[src/rtl/debug_display_ctrl_if.sv]
// Bundle between the datapath/controller and the board debug pins.
// Ports: SRC/TIME/DONE/Pkb toward the display, LED_B/DHEX/THEX/LED_D/LED_SEL back.
//   master : datapath/board side, drives SRC, TIME, DONE, Pkb
//   slave  : debug_display_ctrl, drives LED_B, DHEX, THEX, LED_D, LED_SEL
interface debug_display_ctrl_if #(
    parameter int DATA_W  = 10,
    parameter int NUM_SRC = 4,
    parameter int TIME_W  = 2
);
    localparam int NUM_DIGITS = (DATA_W + 3) / 4;
    localparam int SEL_W      = $clog2(NUM_SRC);

    logic [NUM_SRC*DATA_W-1:0] SRC;
    logic [TIME_W-1:0]         TIME;
    logic                      DONE;
    logic                      Pkb;
    logic [DATA_W-1:0]         LED_B;
    logic [7*NUM_DIGITS-1:0]   DHEX;
    logic [6:0]                THEX;
    logic                      LED_D;
    logic [SEL_W-1:0]          LED_SEL;

    modport master (
        output SRC, TIME, DONE, Pkb,
        input  LED_B, DHEX, THEX, LED_D, LED_SEL
    );

    modport slave (
        input  SRC, TIME, DONE, Pkb,
        output LED_B, DHEX, THEX, LED_D, LED_SEL
    );
endinterface

[src/rtl/debug_display_ctrl.sv]
// Registered debug display: shows one of NUM_SRC channels on hex digits, with a debounced peek button.
// Ports: Clock, Resetn (async active-low), bus (debug_display_ctrl_if.slave: SRC, TIME, DONE, Pkb in;
//   LED_B, DHEX, THEX, LED_D, LED_SEL out). Optional macro DEBUG_DISPLAY_HOLD_EN adds a
//   hold register captured on the DONE rising edge and released by the next press.
module debug_display_ctrl #(
    parameter int DATA_W          = 10,
    parameter int NUM_SRC         = 4,
    parameter int TIME_W          = 2,
    parameter int DEBOUNCE_CYCLES = 16
) (
    input  logic                 Clock,
    input  logic                 Resetn,
    debug_display_ctrl_if.slave  bus
);
    localparam int NUM_DIGITS = (DATA_W + 3) / 4;
    localparam int PAD_W      = NUM_DIGITS * 4;
    localparam int SEL_W      = $clog2(NUM_SRC);
    localparam int CNT_W      = $clog2(DEBOUNCE_CYCLES);

    typedef logic [SEL_W-1:0] sel_t;
    typedef logic [CNT_W-1:0] cnt_t;

    localparam sel_t SEL_MAX = sel_t'(NUM_SRC - 1);
    localparam cnt_t CNT_MAX = cnt_t'(DEBOUNCE_CYCLES - 1);

    function automatic logic [6:0] seg7(input logic [3:0] n);
        logic [6:0] s;
        unique case (n)
            4'h0: s = 7'h40;
            4'h1: s = 7'h79;
            4'h2: s = 7'h24;
            4'h3: s = 7'h30;
            4'h4: s = 7'h19;
            4'h5: s = 7'h12;
            4'h6: s = 7'h02;
            4'h7: s = 7'h78;
            4'h8: s = 7'h00;
            4'h9: s = 7'h10;
            4'hA: s = 7'h08;
            4'hB: s = 7'h03;
            4'hC: s = 7'h46;
            4'hD: s = 7'h21;
            4'hE: s = 7'h06;
            4'hF: s = 7'h0E;
        endcase
        return s;
    endfunction

    // Channel unpacking
    logic [DATA_W-1:0] w_ch [NUM_SRC];

    for (genvar k = 0; k < NUM_SRC; k++) begin : g_ch
        assign w_ch[k] = bus.SRC[k*DATA_W +: DATA_W];
    end

    // Button synchroniser and debouncer; idle level is 1 (released)
    logic r_sync1;
    logic r_sync2;
    logic r_db_level;
    cnt_t r_db_cnt;
    logic w_mismatch;
    logic w_flip;
    logic w_press;

    assign w_mismatch = (r_sync2 != r_db_level);
    assign w_flip     = w_mismatch && (r_db_cnt == CNT_MAX);
    // Only the 1->0 flip is a press; the release flip is silent
    assign w_press    = w_flip && r_db_level;

    always_ff @(posedge Clock or negedge Resetn) begin
        if (!Resetn) begin
            r_sync1    <= 1'b1;
            r_sync2    <= 1'b1;
            r_db_level <= 1'b1;
            r_db_cnt   <= '0;
        end else begin
            r_sync1 <= bus.Pkb;
            r_sync2 <= r_sync1;
            if (w_flip) begin
                r_db_level <= ~r_db_level;
                r_db_cnt   <= '0;
            end else if (w_mismatch) begin
                r_db_cnt <= r_db_cnt + 1'b1;
            end else begin
                r_db_cnt <= '0;
            end
        end
    end

    // Channel select
    sel_t r_sel;

    always_ff @(posedge Clock or negedge Resetn) begin
        if (!Resetn) begin
            r_sel <= '0;
        end else if (w_press) begin
            r_sel <= (r_sel == SEL_MAX) ? '0 : r_sel + 1'b1;
        end
    end

    // Value to display
    logic [DATA_W-1:0] w_disp;

`ifdef DEBUG_DISPLAY_HOLD_EN
    typedef enum logic {
        ST_LIVE,
        ST_HOLD
    } state_t;

    state_t            r_state;
    state_t            w_state_nx;
    logic [DATA_W-1:0] r_hold;
    logic [DATA_W-1:0] w_hold_nx;
    logic              r_done_q;
    logic              w_done_rise;

    assign w_done_rise = bus.DONE && !r_done_q;

    always_ff @(posedge Clock or negedge Resetn) begin
        if (!Resetn) begin
            r_state  <= ST_LIVE;
            r_hold   <= '0;
            r_done_q <= 1'b0;
        end else begin
            r_state  <= w_state_nx;
            r_hold   <= w_hold_nx;
            r_done_q <= bus.DONE;
        end
    end

    // A DONE rise wins over a simultaneous press: capture uses the
    // pre-increment sel and the state stays HOLD.
    always_comb begin
        w_state_nx = r_state;
        w_hold_nx  = r_hold;
        unique case (r_state)
            ST_LIVE: begin
                if (w_done_rise) begin
                    w_state_nx = ST_HOLD;
                    w_hold_nx  = w_ch[r_sel];
                end
            end
            ST_HOLD: begin
                if (w_done_rise) begin
                    w_hold_nx = w_ch[r_sel];
                end else if (w_press) begin
                    w_state_nx = ST_LIVE;
                end
            end
        endcase
    end

    assign w_disp = (r_state == ST_HOLD) ? r_hold : w_ch[r_sel];
`else
    assign w_disp = w_ch[r_sel];
`endif

    // Segment encoding; top digit zero-extended
    logic [PAD_W-1:0]        w_disp_pad;
    logic [7*NUM_DIGITS-1:0] w_dhex_nx;
    logic [3:0]              w_time_nib;

    assign w_disp_pad = PAD_W'(w_disp);
    assign w_time_nib = 4'(bus.TIME);

    for (genvar i = 0; i < NUM_DIGITS; i++) begin : g_dig
        assign w_dhex_nx[7*i +: 7] = seg7(w_disp_pad[4*i +: 4]);
    end

    // Output registers
    logic [7*NUM_DIGITS-1:0] r_dhex;
    logic [6:0]              r_thex;
    logic                    r_led_d;
    logic [DATA_W-1:0]       r_led_b;

    always_ff @(posedge Clock or negedge Resetn) begin
        if (!Resetn) begin
            r_dhex  <= {NUM_DIGITS{7'h7F}};
            r_thex  <= 7'h7F;
            r_led_d <= 1'b1;
            r_led_b <= '0;
        end else begin
            r_dhex  <= w_dhex_nx;
            r_thex  <= seg7(w_time_nib);
            r_led_d <= ~bus.DONE;
            r_led_b <= w_ch[0];
        end
    end

    assign bus.DHEX    = r_dhex;
    assign bus.THEX    = r_thex;
    assign bus.LED_D   = r_led_d;
    assign bus.LED_B   = r_led_b;
    assign bus.LED_SEL = r_sel;
endmodule

[src/flat_wrapper.sv]
// flat-port wrapper written by rule: the top's interface ports become plain ports
module debug_display_ctrl_flat 
#(
    parameter int DATA_W          = 10,
    parameter int NUM_SRC         = 4,
    parameter int TIME_W          = 2,
    parameter int DEBOUNCE_CYCLES = 16
)
  (Clock, Resetn, bus_SRC, bus_TIME, bus_DONE, bus_Pkb, bus_LED_B, bus_DHEX, bus_THEX, bus_LED_D, bus_LED_SEL);
  debug_display_ctrl_if #(.DATA_W(DATA_W), .NUM_SRC(NUM_SRC), .TIME_W(TIME_W)) bus_i ();
  input  logic Clock;
  input  logic Resetn;
  input wire logic [$bits(bus_i.SRC)-1:0] bus_SRC;
  input wire logic [$bits(bus_i.TIME)-1:0] bus_TIME;
  input wire logic [$bits(bus_i.DONE)-1:0] bus_DONE;
  input wire logic [$bits(bus_i.Pkb)-1:0] bus_Pkb;
  output wire logic [$bits(bus_i.LED_B)-1:0] bus_LED_B;
  output wire logic [$bits(bus_i.DHEX)-1:0] bus_DHEX;
  output wire logic [$bits(bus_i.THEX)-1:0] bus_THEX;
  output wire logic [$bits(bus_i.LED_D)-1:0] bus_LED_D;
  output wire logic [$bits(bus_i.LED_SEL)-1:0] bus_LED_SEL;
  assign bus_i.SRC = bus_SRC;
  assign bus_i.TIME = bus_TIME;
  assign bus_i.DONE = bus_DONE;
  assign bus_i.Pkb = bus_Pkb;
  assign bus_LED_B = bus_i.LED_B;
  assign bus_DHEX = bus_i.DHEX;
  assign bus_THEX = bus_i.THEX;
  assign bus_LED_D = bus_i.LED_D;
  assign bus_LED_SEL = bus_i.LED_SEL;
  debug_display_ctrl #(.DATA_W(DATA_W), .NUM_SRC(NUM_SRC), .TIME_W(TIME_W), .DEBOUNCE_CYCLES(DEBOUNCE_CYCLES)) u_core (.Clock(Clock), .Resetn(Resetn), .bus(bus_i));
endmodule
[config.mk]
export PLATFORM = sky130hd
export DESIGN_NAME = debug_display_ctrl_flat
export DESIGN_NICKNAME = d
export VERILOG_FILES = /design/src/rtl/debug_display_ctrl_if.sv /design/src/rtl/debug_display_ctrl.sv /design/src/flat_wrapper.sv
export SDC_FILE = /design/constraint.sdc
export NUM_CORES = 1
export LEC_CHECK = 0
export BUFFER_PORTS_ARGS = -buffer_cell sky130_fd_sc_hd__buf_2
export CAP_MARGIN = 20
export CORE_MARGIN = 3
export CORE_UTILIZATION = 50
export CTS_CLUSTER_SIZE = 40
export DETAILED_ROUTE_END_ITERATION = 8
export PLACE_DENSITY = 0.82
export SETUP_SLACK_MARGIN = 0.2
export SYNTH_ARGS = -nofsm -noshare
export SYNTH_HDL_FRONTEND = slang
export SYNTH_SLANG_ARGS = --single-unit
[constraint.sdc]
create_clock -name Clock -period 3.2 [get_ports Clock]
set_input_delay 0.16 -clock Clock [delete_from_list [all_inputs] [get_ports Clock]]
set_output_delay 0.16 -clock Clock [all_outputs]
set_load 0.1 [all_outputs]
==> results.py, run 1 <==
metrics = {
    "power_and_ir_drop": {
        "p_leak_uw": 0.001393,
        "ir_drop_uv": 248.0,
        "power_density_nw_per_um2": 517.8,
    },
    "placed_design": {
        "dp_cells": 283,
        "portBuffers": 86,
        "gp_congestion": 0.8918,
        "dp_hpwl_um": 3117,
        "placed_cell_area_um2": 2597,
    },
    "worst_setup_path": {
        "crit_path_end_kind": "flip-flop",
        "cpMaxStageDelayCell": "dfrtp_1",
        "cpLargestDelayFamily": "multiplexers",
        "crit_path_max_fanout": 14,
        "cp_slowest_stage_delay_ns": 0.76,
        "critPathKind": "flip-flop to flip-flop",
        "crit_path_frequent_cell": "inv_1",
        "path_cells": "mux4_1, inv_1, ha_1, inv_1, mux4_2",
        "worstPathArrival_ns": 2.60,
        "worstPathRequired_ns": 3.41,
        "cp_num_buf_inv": 2,
        "start_kind": "flip-flop",
    },
    "synth": {
        "synthTopCellsByCount": "dfstp_2 (29), inv_1 (17), dfrtp_1 (16)",
        "yosysTopAreaCellShare_pct": 35.08,
        "yosys_warnings": 0,
        "synth_cell_types": 29,
        "synth_nets": 216,
        "yosysSeqAreaShare_pct": 53.51,
        "yosys.area.top_type": "dfstp_2",
        "synthCells": 156,
        "synth_most_common_cell": "dfstp_2",
        "synthTopCellsByArea": "dfstp_2 (35%), dfrtp_1 (18%), ha_1 (8.1%)",
        "syn_avg_cell_area_um2": 13.92,
        "ys_async_sr_fraction_pct": 100.0,
        "synth_ff_type": "dfstp_2",
        "synth_seq_cells": 45,
        "syn_area_um2": 2172,
        "synth_edf_count": 0,
    },
    "global_route": {
        "grt_usage_pct": 17.46,
        "overflow": 0,
        "grt_pass1_wl_um": 6948,
        "grt_max_degree": 46,
        "antenna_found_initial": 0,
        "grt_pass1_vias": 1557,
    },
    "clock_tree": {
        "h-tree-depth": 2,
        "cts.sinks": 45,
        "numCtsBuffers": 5,
        "cts_max_path_buffers": 2,
        "post_cts_resized": 0,
        "cts.clk_slew.worst_paths_ns": 0.09,
        "clk_latency_ns": 0.29,
        "cts_tree": "built",
        "root_buffer": "clkbuf_8",
        "cts_setup_buffers": 0,
    },
    "sta": {
        "drv_slew": 0,
        "finalWorstPathRequiredPeriod_ns": 2.390,
        "whs_ns": 0.009241,
        "rsz0062_at_grt": "false",
        "relSlewSlack_pct": 37.42,
        "min_period_over_period_pct": 74.69,
        "finClkSkew_ns": 0.007653,
        "worst_pin_slew_ns": 0.9387,
        "clock.fmax_ghz": 0.4184,
        "setup-tns-final_ns": 0,
        "setup_viol": 0,
        "finalHoldViolCount": 0,
    },
    "die": {
        "ios": 87,
        "core.rowCount": 23,
        "core_area_um2": 4086,
        "start_util_pct": 53.15,
        "die_area_um2": 5171,
        "die_h_um": 71.91,
        "die_w_um": 71.91,
    },
    "routing": {
        "viasPerCell": 4.898,
        "drc_errors": 0,
        "dr.pass1.iters": 4,
        "postRouteAntennaNets": 0,
        "wl_per_cell_um": 13.79,
        "drt_iter0_drc": 40,
        "routed-via-count": 1494,
        "routed_wl_um": 4206,
    },
    "final_layout": {
        "drive_gt1_share_pct": 53.73,
        "fillCellCount": 297,
        "area_growth_pct": 31.57,
        "multi_input_area_um2": 878.3,
        "diodes": 0,
        "fin_nets": 314,
        "fin_cells": 305,
        "regArea_um2": 1162,
        "final_area_um2": 2858,
    },
    "run_status": {
        "status": "finished, final reports clean",
    },
    "flow_run": {
        "cap_violations": 0,
    },
    "worst_hold_path": {
        "hold_class": "input port to async pin",
    },
}
[cell usage in the layout (no fill, tap or decap)]
master and count:
nand3b_1 1, mux4_2 5, inv_1 17, o22ai_1 2, o21ai_1 1, a21o_1 1
ha_1 14, dfstp_2 29, conb_1 1, nor2b_1 3, mux2_2 7, a22o_1 1
a211oi_1 2, dlygate4sd3_1 14, o21ai_0 4, nand3_1 6, clkbuf_8 6, dfrtp_1 16
nand2b_1 2, mux4_1 6, nor3b_1 6, o2bb2ai_1 1, xnor2_1 4, xor2_1 1
clkinvlp_4 1, buf_2 86, mux2i_1 7, or2_1 1, nor2_1 7, bufinv_16 1
or2_2 2
[logic make-up (layout without fill, tap and decap cells)]
logic type      count (synthesis)  in the layout  synth area share (%)
flops                          45             45                 53.51
simple gates                   28             28                 7.316
buf+inv                        26            125                 6.048
mux                            25             25                 19.30
fa+ha+maj                      14             14                 8.065
compound gates                 12             12                 3.571
xor+xnor                        5              5                 2.016
other cells                     1              1                0.1726
[stage by stage]
stage / setup slack (ns) / util (%) / power, uW
3_5_place_dp: 0.8073 / 63.56 / 1041
2_1_floorplan: 0.4948 / - / 966.7
6_report: 0.8099 / 69.93 / 1480
5_1_grt: 0.6593 / 69.93 / 1541
4_1_cts: 0.7884 / 69.93 / 1500
3_3_place_gp: 0.8749 / 63.56 / 1037
[metal layers]
metal / vias up / track usage (%) / part of all wire, %
met5: - / 0 / 0
met4: 0 / 6.263 / 0.78
met3: 4 / 3.878 / 7.8
met2: 70 / 31.63 / 53
met1: 692 / 20.28 / 38
li1: 728 / - / -
[layout make-up]
| class | count | area share [%] |
|---|---|---|
| tap | 50 | 2.189 |
| sequential | 45 | 40.67 |
| timing repair buffer | 100 | 19.96 |
| inverter | 17 | 2.233 |
| multi-input combinational | 85 | 30.74 |
| clock inverter | 2 | 1.313 |
| clock buffer | 6 | 2.890 |
[repair_timing]
action,CTS,global route
hold buffers,14,0
setup endpoints to repair,0,0
endpoints found under the hold margin,14,0
[sequential cells by signal, indices dropped and copies added, names as in the netlist]
register,count
u_core.r_sync2,1
u_core.bus.LED_SEL,2
u_core.bus.DHEX,19
u_core.bus.LED_D,1
u_core.bus.THEX,6
u_core.bus.LED_B,10
u_core.r_db_cnt,4
u_core.r_sync1,1
u_core.r_db_level,1
[where the power goes]
| part | total [uW] | switching [uW] | internal, uW |
|---|---|---|---|
| combinational | 411 | 319 | 91.8 |
| clock | 438 | 184 | 254 |
| sequential | 631 | 9.92 | 621 |
[path summary, 6_finish.rpt]
kind,slack (ns),start,endpoint,cells after the start
worst max-delay path,0.81,u_core.bus.LED_SEL[0],u_core.bus.DHEX[3],5
worst min-delay path,0.009,Resetn,u_core.bus.LED_B[0],1
worst max register to register,0.81,u_core.bus.LED_SEL[0],u_core.bus.DHEX[3],5
worst min register to register,0.36,u_core.r_sync1,u_core.r_sync2,0
max in group asynchronous,2.61,Resetn,u_core.r_db_cnt[2],1
min in group Clock,0.25,bus_SRC[39],u_core.bus.DHEX[17],3
(Power assumes the default switching activity.)
==> run 2, diff against run 1 <==
ABC_AREA = 1   (was unset)
CORE_UTILIZATION = 49   (was 50)
PLACE_DENSITY = 0.79   (was 0.82)
clock period = 2.2 ns   (was 3.2 ns; I/O delays follow)
==> run 2 against run 1 <==
Effect of this change: non-clock buffer count increased by 4; clock skew decreased by 0.0025 ns; final cell count increased by 42%; design area increased by 6.6%; die area increased by 9.4%; fmax increased by 32%; critical path depth increased by 3; routed wire length increased by 31%; largest power group unchanged; core utilization decreased by 1.8 points.
==> results.py, run 2 <==
metrics = {
    "routing": {
        "postRouteAntennaNets": 0,
        "dr.pass1.iters": 4,
        "routed-via-count": 2173,
        "drt_iter0_drc": 66,
        "viasPerCell": 5.007,
        "drc_errors": 0,
        "routed_wl_um": 5514,
        "wl_per_cell_um": 12.71,
    },
    "sta": {
        "drv_slew": 0,
        "clock.fmax_ghz": 0.5542,
        "rsz0062_at_grt": "false",
        "worst_pin_slew_ns": 0.5207,
        "setup-tns-final_ns": 0,
        "min_period_over_period_pct": 82.02,
        "finalWorstPathRequiredPeriod_ns": 1.805,
        "finClkSkew_ns": 0.005106,
        "relSlewSlack_pct": 65.29,
        "finalHoldViolCount": 0,
        "setup_slack_ns": 0.3955,
        "setup_viol": 0,
    },
    "global_route": {
        "grt_pass1_vias": 2024,
        "overflow": 0,
        "antenna_found_initial": 0,
        "grt_max_degree": 26,
        "grt_usage_pct": 20.85,
        "grt_pass1_wl_um": 8852,
    },
    "placed_design": {
        "pre_cts_ws_ns": 0.3693,
        "gp_congestion": 0.9305,
        "dp_cells": 411,
        "dp_hpwl_um": 4183,
        "portBuffers": 86,
    },
    "worst_setup_path": {
        "worstPathArrival_ns": 2.06,
        "worstPathRequired_ns": 2.45,
        "crit_path_max_fanout": 16,
        "start_kind": "flip-flop",
        "crit_path_end_kind": "flip-flop",
        "critPathKind": "flip-flop to flip-flop",
    },
    "clock_tree": {
        "cts_max_path_buffers": 2,
        "h-tree-depth": 2,
        "cts_setup_buffers": 0,
        "cts.clk_slew.worst_paths_ns": 0.09,
        "numCtsBuffers": 5,
        "root_buffer": "clkbuf_8",
        "cts.sinks": 45,
        "cts_tree": "built",
        "clk_latency_ns": 0.30,
    },
    "flow_run": {
        "cap_violations": 0,
    },
    "final_layout": {
        "layout_commonest_cell": "nand2_1",
        "drive_gt1_share_pct": 37.70,
        "area_growth_pct": 29.80,
        "largest_reg_flops": 19,
        "fin_util_pct": 68.09,
        "fin_cells": 434,
        "diodes": 0,
        "layout_common_cells": "nand2_1 (114), buf_2 (86), nand3_1 (40), dfstp_2 (29), inv_1 (16)",
        "fin_nets": 441,
    },
    "die": {
        "die_h_um": 75.21,
        "core.rowCount": 24,
        "ios": 87,
        "core_area_um2": 4474,
        "die_area_um2": 5657,
        "die_w_um": 75.21,
        "start_util_pct": 52.46,
    },
    "synth": {
        "syn_area_um2": 2347,
        "synth_seq_cells": 45,
        "synth_most_common_cell": "nand2_1",
        "synth_edf_count": 0,
        "synth_cell_types": 22,
        "syn_avg_cell_area_um2": 8.383,
        "synthCells": 280,
        "ys_async_sr_fraction_pct": 100.0,
        "yosysTopAreaCellShare_pct": 32.46,
        "synth_nets": 340,
        "yosysSeqAreaShare_pct": 49.52,
        "yosys_warnings": 0,
        "synthTopCellsByCount": "nand2_1 (114), nand3_1 (40), dfstp_2 (29)",
        "synth_ff_type": "dfstp_2",
        "yosys.area.top_type": "dfstp_2",
        "synthTopCellsByArea": "dfstp_2 (32%), nand2_1 (18%), dfrtp_1 (17%)",
    },
    "worst_hold_path": {
        "hold_class": "input port to flip-flop",
    },
    "power_and_ir_drop": {
        "total_power_uw": 2051,
        "p_leak_uw": 0.001676,
        "power_density_nw_per_um2": 673.2,
        "ir_drop_uv": 305.4,
    },
    "run_status": {
        "status": "finished, final reports clean",
    },
}
-- run 2: changes by cell type after synthesis, sizes merged, moves of 4 or more --
cell | previous run | this run
nand2 | 0 | 122
nor2 | 7 | 13
xnor2 | 4 | 0
mux2 | 7 | 0
nor3b | 6 | 0
mux4 | 11 | 0
mux2i | 7 | 0
nand3 | 6 | 44
-- run 2: worst paths after layout --
check	slack, ns	start	endpoint	cells after the start
worst min register to register	0.36	u_core.r_sync1	u_core.r_sync2	0
max in group asynchronous	1.21	Resetn	u_core.bus.DHEX[4]	3
worst min-delay path	0.06	bus_SRC[29]	u_core.bus.DHEX[17]	4
worst max register to register	0.40	u_core.bus.LED_SEL[0]	u_core.bus.DHEX[1]	8
min in group asynchronous	0.30	Resetn	u_core.bus.LED_B[4]	2
worst max-delay path	0.40	u_core.bus.LED_SEL[0]	u_core.bus.DHEX[1]	8
-- run 2: layer usage --
metal	wire length, um	part of all wire, %	vias up	GRT usage, %
li1	-	-	1077	-
met5	0	0	-	0
met1	2263	41	996	25.32
met4	139	2.5	0	8.350
met3	402	7.3	16	5.741
met2	2709	49	84	35.11
-- run 2: area by class of cell --
| type | count | area (um^2) |
|---|---|---|
| multi-input combinational | 205 | 1037 |
| tap | 52 | 65.06 |
| clock buffer | 5 | 68.82 |
| clock inverter | 3 | 25.02 |
| inverter | 20 | 80.08 |
| fill | 380 | 1428 |
| timing repair buffer | 104 | 603.1 |
| sequential | 45 | 1167 |
-- run 2: repair_timing --
item	CTS	global route
resized for setup	0	4
endpoints found under the hold margin	24	0
setup endpoints to repair	0	7
hold buffers	15	0
-- run 2: critical path, stage by stage, from the launching register on --
cell	delay [ns]
dfrtp_2	0.49
buf_4	0.25
nand2_1	0.10
nand3_1	0.09
nand2_1	0.14
ha_1	0.32
nand3_1	0.09
or2_0	0.21
nand2_1	0.07
-- run 2: cells by family (layout without fill, tap and decap cells) --
logic type                 after synthesis  in the layout  synth area share (%)
adders and majority gates               14             14                 7.463
DFF                                     45             45                 49.52
and+or+nand+nor                        182            182                 34.54
buffers and inverters                   30            132                 6.290
other                                    1              1                0.1598
AOI/OAI and AO/OA                        6              6                 1.279
xor gates and xnor gates                 2              2                0.7464
-- run 2: stage by stage --
step | hold WS, ns | cell area, um^2
4_1_cts | 0.05582 | 3042
5_1_grt | 0.07632 | 3047
3_5_place_dp | 0.1108 | 2798
3_3_place_gp | 0.1072 | 2798
2_1_floorplan | -0.1856 | 2352
6_report | 0.05995 | 3047
-- run 2: report_power, final --
group | internal, uW | switching (uW)
Combinational | 123 | 477
Clock | 231 | 305
Sequential | 900 | 14.5
==> run 3, diff against run 2 <==
ABC_AREA = 0   (was 1)
CORE_UTILIZATION = 48   (was 49)
clock period = 1.7 ns   (was 2.2 ns; I/O delays follow)
==> run 3 against run 2 <==
Effect of this change: the flow now finishes with violations (negative setup slack); routed wire length grew 0.40%; worst setup slack lost 0.58 ns; global-route usage shrank 0.22 points; clock skew grew 0.00095 ns; first-iteration DRC count grew 36%; sequential power grew 30%; critical path depth shrank 1; sequential cell count is the same; sequential share of layout area shrank 2.6 points; design area grew 7.3%; power grew 36%; fmax shrank 4.3%; critical endpoint is now u_core.bus.DHEX[10].
==> results.py, run 3 (synthesis gave the netlist of run 1 again) <==
metrics = {
    "sta": {
        "setup_slack_ns": -0.1850,
        "drv_slew": 0,
        "finClkSkew_ns": 0.006059,
        "rsz0062_at_grt": "true",
        "finalWorstPathRequiredPeriod_ns": 1.885,
        "clock.fmax_ghz": 0.5305,
        "setup_viol": 14,
        "whs_ns": 0.2550,
        "min_period_over_period_pct": 110.9,
        "finalHoldViolCount": 0,
    },
    "final_layout": {
        "largest_reg_flops": 19,
        "final_area_um2": 3269,
        "area_growth_pct": 50.52,
        "drive_gt1_share_pct": 69.90,
        "fillCellCount": 253,
        "fin_nets": 348,
        "layout_common_cells": "buf_2 (85), dfstp_2 (29), buf_4 (23), dlygate4sd3_1 (15), dfrtp_1 (14)",
        "diodes": 0,
        "layout_commonest_cell": "buf_2",
    },
    "clock_tree": {
        "cts_tree": "built",
        "clk_latency_ns": 0.30,
        "cts.sinks": 45,
        "root_buffer": "clkbuf_8",
        "cts.clk_slew.worst_paths_ns": 0.08,
        "cts_max_path_buffers": 2,
        "numCtsBuffers": 5,
        "h-tree-depth": 2,
    },
    "run_status": {
        "violations": "negative setup slack",
        "status": "finished, violations left",
    },
    "worst_setup_path": {
        "critPathKind": "flip-flop to flip-flop",
        "r2r_setup_slack_ns": -0.18,
        "crit_start": "u_core.bus.LED_SEL[0]",
        "r2r_start": "u_core.bus.LED_SEL[0]",
        "worstPathArrival_ns": 2.12,
        "crit_path_max_fanout": 6,
        "r2r_end": "u_core.bus.DHEX[10]",
        "rr_worst_depth": 7,
        "worstPathRequired_ns": 1.93,
        "start_kind": "flip-flop",
        "crit_path_end_kind": "flip-flop",
    },
    "placed_design": {
        "pre_cts_ws_ns": -0.2281,
        "placed_cell_area_um2": 2779,
        "dp_hpwl_um": 3891,
        "gp_congestion": 0.8434,
        "portBuffers": 86,
    },
    "die": {
        "die_area_um2": 5368,
        "die_w_um": 73.27,
        "start_util_pct": 52.05,
        "ios": 87,
        "core_area_um2": 4173,
        "core.rowCount": 23,
        "die_h_um": 73.27,
    },
    "power_and_ir_drop": {
        "ir_drop_uv": 729.5,
        "p_leak_uw": 0.001570,
        "power_density_nw_per_um2": 852.7,
    },
    "flow_run": {
        "cap_violations": 0,
    },
    "routing": {
        "drt_iter0_drc": 90,
        "postRouteAntennaNets": 0,
        "drc_errors": 0,
        "routed-via-count": 1718,
        "dr.pass1.iters": 4,
        "routed_wl_um": 5536,
        "wl_per_cell_um": 16.33,
        "viasPerCell": 5.068,
    },
    "worst_hold_path": {
        "hold_class": "input port to async pin",
    },
    "global_route": {
        "antenna_found_initial": 0,
        "grt_pass1_vias": 1744,
        "grt_usage_pct": 20.63,
        "grt_pass1_wl_um": 8245,
        "grt_max_degree": 22,
        "overflow": 0,
    },
}
[run 3: repair_timing]
action	in CTS	in global routing
setup buffers	9	1
endpoints found under the hold margin	24	0
pin swaps	5	7
hold buffers	15	0
resized for setup	30	18
endpoints found under the setup margin	17	21
gates cloned	0	1
[run 3: worst max-delay path by stage]
stage                     slack [ns]                  end  cells after the start
after global placement         -0.14   u_core.bus.DHEX[3]                      5
after CTS                      -0.16   u_core.bus.DHEX[1]                      5
after global routing           -0.25  u_core.bus.DHEX[10]                      7
final                          -0.18  u_core.bus.DHEX[10]                      7
after detailed placement       -0.23  u_core.bus.DHEX[10]                      7
after floorplan                -0.47   u_core.bus.DHEX[3]                      6
[run 3: per-layer routing]
metal	part of all wire, %	wire, um	up-vias	global-route usage [%]
met5	0	0	-	0
met4	1.2	67	0	5.943
met3	7.8	430	9	5.882
met2	52	2866	70	37.04
met1	39	2171	843	23.76
li1	-	-	796	-
[run 3: layout make-up]
| type | count | area (um^2) | area share, % |
|---|---|---|---|
| multi-input cells | 86 | 1008 | 30.85 |
| clock inverters | 1 | 5.005 | 0.1531 |
| inverters | 17 | 68.82 | 2.105 |
| repair buffers | 133 | 860.8 | 26.33 |
| clock buffers | 7 | 96.34 | 2.947 |
| flip-flops and latches | 45 | 1167 | 35.71 |
| well taps | 50 | 62.56 | 1.914 |
[run 3: through the flow]
stage / utilization (%) / TNS [ns] / power, uW / cells
2_1_floorplan: - / -4.672 / 1824 / 156
3_3_place_gp: 66.60 / -1.354 / 1992 / 305
3_5_place_dp: 66.60 / -2.012 / 2003 / 305
4_1_cts: 75.95 / -1.743 / 2775 / 337
5_1_grt: 78.35 / -2.938 / 2899 / 339
6_report: 78.35 / -1.831 / 2788 / 339
[run 3: report_power, final]
part / switching (uW) / internal (uW)
logic: 643 / 233
clock network: 353 / 367
registers: 21.9 / 1170
total: 1020 / 1770
[run 3: worst max-delay path, stage by stage, from the launching register on]
cell     delay, ns
dfrtp_4       0.49
buf_6         0.14
mux4_2        0.56
inv_2         0.11
ha_1          0.24
inv_2         0.07
mux2i_1       0.07
mux2i_1       0.14
